===== config.mk =====
export PLATFORM = sky130hd
export DESIGN_NAME = biu_arbiter2
export DESIGN_NICKNAME = d
export VERILOG_FILES = /design/src/rtl/biu_constants_pkg.sv /design/src/rtl/biu_arbiter2_rr_pick.sv /design/src/rtl/biu_arbiter2.sv
export SDC_FILE = /design/constraint.sdc
export NUM_CORES = 1
export LEC_CHECK = 0
export BUFFER_PORTS_ARGS = -buffer_cell sky130_fd_sc_hd__buf_2
export CORE_AREA = 2 2 167 169
export DETAILED_ROUTE_END_ITERATION = 7
export DIE_AREA = 0 0 169 171
export GPL_TIMING_DRIVEN = 0
export PLACE_DENSITY = 0.4
export SYNTH_ARGS = -nofsm -noshare
export SYNTH_HDL_FRONTEND = slang
export SYNTH_HIERARCHICAL = 1
export SYNTH_SLANG_ARGS = --single-unit

===== constraint.sdc =====
create_clock -name ACLK -period 4.63 [get_ports ACLK]
set_input_delay 0.926 -clock ACLK [delete_from_list [all_inputs] [get_ports ACLK]]
set_output_delay 0.926 -clock ACLK [all_outputs]
set_load 0.03 [all_outputs]

===== src/rtl/biu_constants_pkg.sv =====
// Shared BIU transfer attribute types and the burst-type to beat-count helper.
package biu_constants_pkg;

    typedef enum logic [2:0] {
        BYTE   = 3'd0,
        HWORD  = 3'd1,
        WORD   = 3'd2,
        DWORD  = 3'd3,
        QWORD  = 3'd4,
        OWORD  = 3'd5,
        HOWORD = 3'd6,
        KWORD  = 3'd7
    } biu_size_t;

    typedef enum logic [2:0] {
        SINGLE = 3'd0,
        INCR   = 3'd1,
        WRAP4  = 3'd2,
        INCR4  = 3'd3,
        WRAP8  = 3'd4,
        INCR8  = 3'd5,
        WRAP16 = 3'd6,
        INCR16 = 3'd7
    } biu_type_t;

    typedef logic [2:0] biu_prot_t;

    localparam biu_prot_t PROT_DATA       = 3'b000;
    localparam biu_prot_t PROT_PRIVILEGED = 3'b001;
    localparam biu_prot_t PROT_NONSECURE  = 3'b010;
    localparam biu_prot_t PROT_INSTR      = 3'b100;

    // INCR is an undefined-length burst; the arbiter treats it as one beat.
    function automatic logic [4:0] biu_type2beats(input biu_type_t t);
        logic [4:0] beats;
        case (t)
            WRAP4, INCR4:   beats = 5'd4;
            WRAP8, INCR8:   beats = 5'd8;
            WRAP16, INCR16: beats = 5'd16;
            default:        beats = 5'd1;
        endcase
        return beats;
    endfunction

endpackage


===== src/rtl/biu_arbiter2_rr_pick.sv =====
// Combinational 2-way round-robin picker: on a tie the port that was not last served wins.
module biu_rr_pick2 (
    input  logic [1:0] req_i,
    input  logic       last_i,
    output logic [1:0] gnt_o
);

    // NOTE: every output of an always_comb gets a default first so no latch is inferred.
    always_comb begin
        gnt_o = 2'b00;
        if (req_i == 2'b11) begin
            gnt_o = last_i ? 2'b01 : 2'b10;
        end else begin
            gnt_o = req_i;
        end
    end

endmodule


===== src/rtl/biu_arbiter2.sv =====
// Round-robin arbiter sharing one BIU master port between instruction fetch (port 0)
// and data (port 1); the grant is held for a whole transfer and across locked sequences.
module biu_arbiter2
    import biu_constants_pkg::*;
#(
    parameter int DATA_SIZE = 32,
    parameter int ADDR_SIZE = DATA_SIZE
) (
    input  logic                 ACLK,
    input  logic                 ARESET,

    input  logic                 m0_stb_i,
    output logic                 m0_stb_ack_o,
    output logic                 m0_d_ack_o,
    input  logic [ADDR_SIZE-1:0] m0_adri_i,
    output logic [ADDR_SIZE-1:0] m0_adro_o,
    input  biu_size_t            m0_size_i,
    input  biu_type_t            m0_type_i,
    input  biu_prot_t            m0_prot_i,
    input  logic                 m0_lock_i,
    input  logic                 m0_we_i,
    input  logic [DATA_SIZE-1:0] m0_d_i,
    output logic [DATA_SIZE-1:0] m0_q_o,
    output logic                 m0_ack_o,
    output logic                 m0_err_o,

    input  logic                 m1_stb_i,
    output logic                 m1_stb_ack_o,
    output logic                 m1_d_ack_o,
    input  logic [ADDR_SIZE-1:0] m1_adri_i,
    output logic [ADDR_SIZE-1:0] m1_adro_o,
    input  biu_size_t            m1_size_i,
    input  biu_type_t            m1_type_i,
    input  biu_prot_t            m1_prot_i,
    input  logic                 m1_lock_i,
    input  logic                 m1_we_i,
    input  logic [DATA_SIZE-1:0] m1_d_i,
    output logic [DATA_SIZE-1:0] m1_q_o,
    output logic                 m1_ack_o,
    output logic                 m1_err_o,

    output logic                 s_stb_o,
    output logic                 s_lock_o,
    output logic                 s_we_o,
    output logic [ADDR_SIZE-1:0] s_adri_o,
    output biu_size_t            s_size_o,
    output biu_type_t            s_type_o,
    output biu_prot_t            s_prot_o,
    output logic [DATA_SIZE-1:0] s_d_o,
    input  logic                 s_stb_ack_i,
    input  logic                 s_d_ack_i,
    input  logic                 s_ack_i,
    input  logic                 s_err_i,
    input  logic [ADDR_SIZE-1:0] s_adro_i,
    input  logic [DATA_SIZE-1:0] s_q_i,

    output logic                 owner_o
);

    typedef enum logic [1:0] {
        IDLE  = 2'd0,
        GRANT = 2'd1,
        WAIT  = 2'd2
    } arb_state_t;

    arb_state_t state_q, state_d;
    logic       owner_q, owner_d;
    logic       last_owner_q, last_owner_d;
    logic [4:0] beat_cnt_q, beat_cnt_d;
    logic       lock_q, lock_d;
    logic       we_q, we_d;

    logic [1:0] pick_gnt;

    logic                 own_stb;
    logic                 own_lock;
    logic                 own_we;
    logic [ADDR_SIZE-1:0] own_adri;
    biu_size_t            own_size;
    biu_type_t            own_type;
    biu_prot_t            own_prot;
    logic [DATA_SIZE-1:0] own_d;

    logic in_grant;
    logic in_wait;
    logic stb_ack_fwd;
    logic d_ack_fwd;
    logic ack_fwd;
    logic err_fwd;

    biu_rr_pick2 u_pick (
        .req_i  ({m1_stb_i, m0_stb_i}),
        .last_i (last_owner_q),
        .gnt_o  (pick_gnt)
    );

    // Request attributes always follow the current owner, so s_d_o stays valid during write beats.
    always_comb begin
        if (owner_q) begin
            own_stb  = m1_stb_i;
            own_lock = m1_lock_i;
            own_we   = m1_we_i;
            own_adri = m1_adri_i;
            own_size = m1_size_i;
            own_type = m1_type_i;
            own_prot = m1_prot_i;
            own_d    = m1_d_i;
        end else begin
            own_stb  = m0_stb_i;
            own_lock = m0_lock_i;
            own_we   = m0_we_i;
            own_adri = m0_adri_i;
            own_size = m0_size_i;
            own_type = m0_type_i;
            own_prot = m0_prot_i;
            own_d    = m0_d_i;
        end
    end

    always_comb begin
        state_d      = state_q;
        owner_d      = owner_q;
        last_owner_d = last_owner_q;
        beat_cnt_d   = beat_cnt_q;
        lock_d       = lock_q;
        we_d         = we_q;

        case (state_q)
            IDLE: begin
                if (m0_stb_i || m1_stb_i) begin
                    owner_d = pick_gnt[1] & ~pick_gnt[0];
                    state_d = GRANT;
                end
            end

            GRANT: begin
                if (own_stb && s_stb_ack_i) begin
                    beat_cnt_d = biu_type2beats(own_type);
                    lock_d     = own_lock;
                    we_d       = own_we;
                    state_d    = WAIT;
                end else if (!own_stb && !lock_q) begin
                    state_d = IDLE;
                end
            end

            WAIT: begin
                if (s_err_i) begin
                    beat_cnt_d   = 5'd0;
                    lock_d       = 1'b0;
                    last_owner_d = owner_q;
                    state_d      = IDLE;
                end else if (s_ack_i) begin
                    beat_cnt_d = beat_cnt_q - 5'd1;
                    if (beat_cnt_q == 5'd1) begin
                        if (lock_q) begin
                            state_d = GRANT;
                        end else begin
                            last_owner_d = owner_q;
                            state_d      = IDLE;
                        end
                    end
                end
            end

            default: state_d = IDLE;
        endcase
    end

    // NOTE: sequential state is updated only with non-blocking assignments.
    always_ff @(posedge ACLK) begin
        if (ARESET) begin
            state_q      <= IDLE;
            owner_q      <= 1'b0;
            last_owner_q <= 1'b1;
            beat_cnt_q   <= 5'd0;
            lock_q       <= 1'b0;
            we_q         <= 1'b0;
        end else begin
            state_q      <= state_d;
            owner_q      <= owner_d;
            last_owner_q <= last_owner_d;
            beat_cnt_q   <= beat_cnt_d;
            lock_q       <= lock_d;
            we_q         <= we_d;
        end
    end

    assign in_grant = (state_q == GRANT);
    assign in_wait  = (state_q == WAIT);

    assign s_stb_o  = in_grant & own_stb;
    assign s_lock_o = in_grant ? own_lock : (in_wait & lock_q);
    assign s_we_o   = in_wait ? we_q : own_we;
    assign s_adri_o = own_adri;
    assign s_size_o = own_size;
    assign s_type_o = own_type;
    assign s_prot_o = own_prot;
    assign s_d_o    = own_d;

    // Acks outside WAIT are spurious and dropped; d_ack may accompany stb_ack in GRANT.
    assign stb_ack_fwd = in_grant & s_stb_ack_i;
    assign d_ack_fwd   = (in_grant | in_wait) & s_d_ack_i;
    assign ack_fwd     = in_wait & s_ack_i;
    assign err_fwd     = in_wait & s_err_i;

    assign m0_stb_ack_o = stb_ack_fwd & ~owner_q;
    assign m0_d_ack_o   = d_ack_fwd   & ~owner_q;
    assign m0_ack_o     = ack_fwd     & ~owner_q;
    assign m0_err_o     = err_fwd     & ~owner_q;

    assign m1_stb_ack_o = stb_ack_fwd & owner_q;
    assign m1_d_ack_o   = d_ack_fwd   & owner_q;
    assign m1_ack_o     = ack_fwd     & owner_q;
    assign m1_err_o     = err_fwd     & owner_q;

    assign m0_q_o    = s_q_i;
    assign m1_q_o    = s_q_i;
    assign m0_adro_o = s_adro_i;
    assign m1_adro_o = s_adro_i;

    assign owner_o = owner_q;

endmodule

==> impl_metrics.py <==
metrics = {
    "synth": {
        "synthTopCellsByArea": "buf_4 (34%), mux2_2 (30%), dfxtp_1 (7.9%)",
        "syn_inst": 336,
        "synth.yosys.warnings": 6,
        "yosys_register_bits": 11,
        "synthArstFlopShare": 0,
        "synth_edf_count": 0,
        "syn_area_per_cell_um2": 8.315,
        "netlist_area_um2": 2794,
        "synth.distinct_cells": 44,
        "ys.flop_type": "dfxtp_1",
        "yosys.cell_count.top_type": "buf_4",
        "syn-num-nets": 564,
        "synth_top_area_frac": 0.3439,
        "synth.largest_area_cell": "buf_4",
        "ys_seq_area_frac": 0.07882,
        "synth_common_cells": "buf_4 (128), mux2_2 (75), nor2_1 (13)",
    },
    "sta": {
        "skew_ps": 4.077,
        "fin_ws_ps": 1385,
        "slew_viol_final": 0,
        "fin_crit_sh": 0.7009,
        "period_needed_ps": 3245,
        "finalHoldViolCount": 0,
        "tns_ps": 0,
        "rsz0062_at_grt": "no",
        "fmax_ghz": 0.3082,
        "slew_headroom": 0.5990,
        "setup_violations": 0,
        "tightest_slew_ps": 601.4,
    },
    "detailed_routing": {
        "wl_mm": 15.73,
        "vias": 3523,
        "drcViolationCount": 0,
        "drt-initial-drc-count": 77,
        "ant_nets": 0,
        "drtPass1Iterations": 4,
        "post_drt_wl_per_cell_um": 14.90,
        "viasPerCell": 3.336,
    },
    "worst_setup_path": {
        "rrSetupSlack_ps": 2640,
        "rr_worst_depth": 7,
        "cp.arrival_ps": 2320,
        "start_kind": "flop",
        "path_class": "flop to output port",
        "cp-endpoint": "s_d_o[0]",
        "r2r-end": "last_owner_q$_SDFFE_PP1P_",
        "r2r_start": "state_q[0]$_SDFFE_PP0P_",
        "startpoint": "owner_o$_SDFFE_PP0P_",
        "critPathMaxFanout": 10,
        "critPathCaptureType": "output port",
        "crit_required_ps": 3700,
    },
    "power_and_ir_drop": {
        "power.leakage_nw": 2.826,
        "vdd.ir_drop.worst_v": 0.00008900,
        "totalPowerFinal_mw": 0.9200,
        "pwr_density_cell_nw_per_um2": 178.5,
    },
    "floorplan": {
        "start_util": 0.1023,
        "row_count": 61,
        "io_pins": 435,
        "dieWidth_um": 169,
        "die_area_um2": 28900,
        "die_h_um": 171,
        "core_region_area_um2": 27320,
    },
    "clocking": {
        "cts-root-buf": "clkbuf_16",
        "cts_tree": "yes",
        "cts-resized-gates": 0,
        "cts_sinks": 11,
        "cts_hold_buf": 0,
        "cts-buffers-inserted": 3,
        "post_cts_buffers": 0,
        "ctsLongestPathBuffers": 2,
        "htreeDepth": 1,
        "clk_latency_ps": 240,
        "cts.clk_slew.worst_paths_ps": 50,
    },
    "grt": {
        "track_usage": 0.09791,
        "antenna_found_initial": 2,
        "grt_start_max_net_pins": 11,
        "grt_pass1_vias": 3331,
        "grt_pass1_wl_mm": 21.22,
        "grt_overflow": 0,
    },
    "min_path": {
        "hold_class": "flop to flop",
    },
    "final_layout": {
        "final_nets": 938,
        "nFillCells": 3112,
        "drive_above_1_share": 0.8307,
        "syn_to_final_growth_pct": 84.50,
    },
    "placement": {
        "dp_slack_ps": 1498,
        "numPortBuffers": 369,
        "hpwl_mm": 14.39,
        "routabilityCongestion": 0.7437,
    },
    "run_status": {
        "status": "completed",
    },
    "job": {
        "drv_cap": 0,
    },
}
==> layout by cell type, fill, tap and decap left out, drive strengths merged, types with 2 or more instances in the layout <==
cell,count
a211oi,2
a21boi,2
a21oi,6
and3,5
buf,507
clkbuf,8
dfxtp,11
ha,6
inv,12
mux2,76
mux2i,5
nand2,12
nand2b,2
nand3b,2
nand4,2
nor2,13
nor3,5
nor3b,3
nor4,2
nor4b,2
o21ai,7
o31ai,4
==> stage by stage <==
step / cells / util / hold WS, ps / instance area, um2
finish: 1056 / 0.1887 / 492.2 / 5155
global route: 1055 / 0.1886 / 504.1 / 5152
CTS: 1055 / 0.1886 / 495.9 / 5152
detailed placement: 1051 / 0.1857 / 489.7 / 5074
global placement: 1051 / 0.1857 / 484.8 / 5074
floorplan: 336 / - / 458.4 / 2794
==> cell families (layout without fill, tap and decap cells) <==
group                    Yosys count  count (layout)  share of synthesized area
buffers and inverters            154             527                     0.3851
multiplexers                      81              81                     0.3300
AND/OR/NAND/NOR                   53              53                    0.09897
AO/OA/AOI/OAI                     31              31                    0.08017
flip-flops                        11              11                    0.07882
adder cells (fa/ha/maj)            6               6                    0.02687
other                              0               1                          0
==> power breakdown <==
part	switching [mW]	internal [mW]
clock	0.0444	0.116
sequential	0.00737	0.102
combinational	0.390	0.260
total	0.442	0.478
==> routing by layer <==
| layer | routed length, um | track usage |
|---|---|---|
| met5 | 12 | 0 |
| met4 | 142 | 0.01561 |
| met2 | 8124 | 0.1787 |
| met3 | 1054 | 0.01504 |
| met1 | 6396 | 0.1233 |
==> sequential cells by signal, summed over array words and instances (netlist names) <==
| register | cells |
|---|---|
| beat_cnt_q | 5 |
| last_owner_q | 1 |
| lock_q | 1 |
| owner_o | 1 |
| state_q | 2 |
| we_q | 1 |
==> worst min path at each step <==
stage,from,end,slack [ps],cells after the start
2_1_floorplan,last_owner_q$_SDFFE_PP1P_,last_owner_q$_SDFFE_PP1P_,460,2
3_3_place_gp,we_q$_SDFFE_PP0P_,we_q$_SDFFE_PP0P_,480,2
3_5_place_dp,we_q$_SDFFE_PP0P_,we_q$_SDFFE_PP0P_,490,2
4_1_cts,we_q$_SDFFE_PP0P_,we_q$_SDFFE_PP0P_,500,2
5_1_grt,we_q$_SDFFE_PP0P_,we_q$_SDFFE_PP0P_,500,2
6_report,we_q$_SDFFE_PP0P_,we_q$_SDFFE_PP0P_,490,2
==> area by class of cell <==
class	instances	area (um2)	area share
Timing Repair Buffer	369	1847	0.3583
Multi-Input combinational cell	171	1498	0.2905
Buffer	142	1031	0.2000
Tap cell	346	432.9	0.08398
Sequential cell	11	220.2	0.04272
Clock buffer	4	78.83	0.01529
Inverter	12	45.04	0.008738
Antenna cell	1	2.502	0.0004854
==> critical path, cell delays in order (launching register included) <==
cell and delay (ps):
dfxtp_1 340, buf_6 170, clkbuf_1 490, buf_2 450
mux2_2 390, buf_2 220
(Power assumes the default switching activity.)
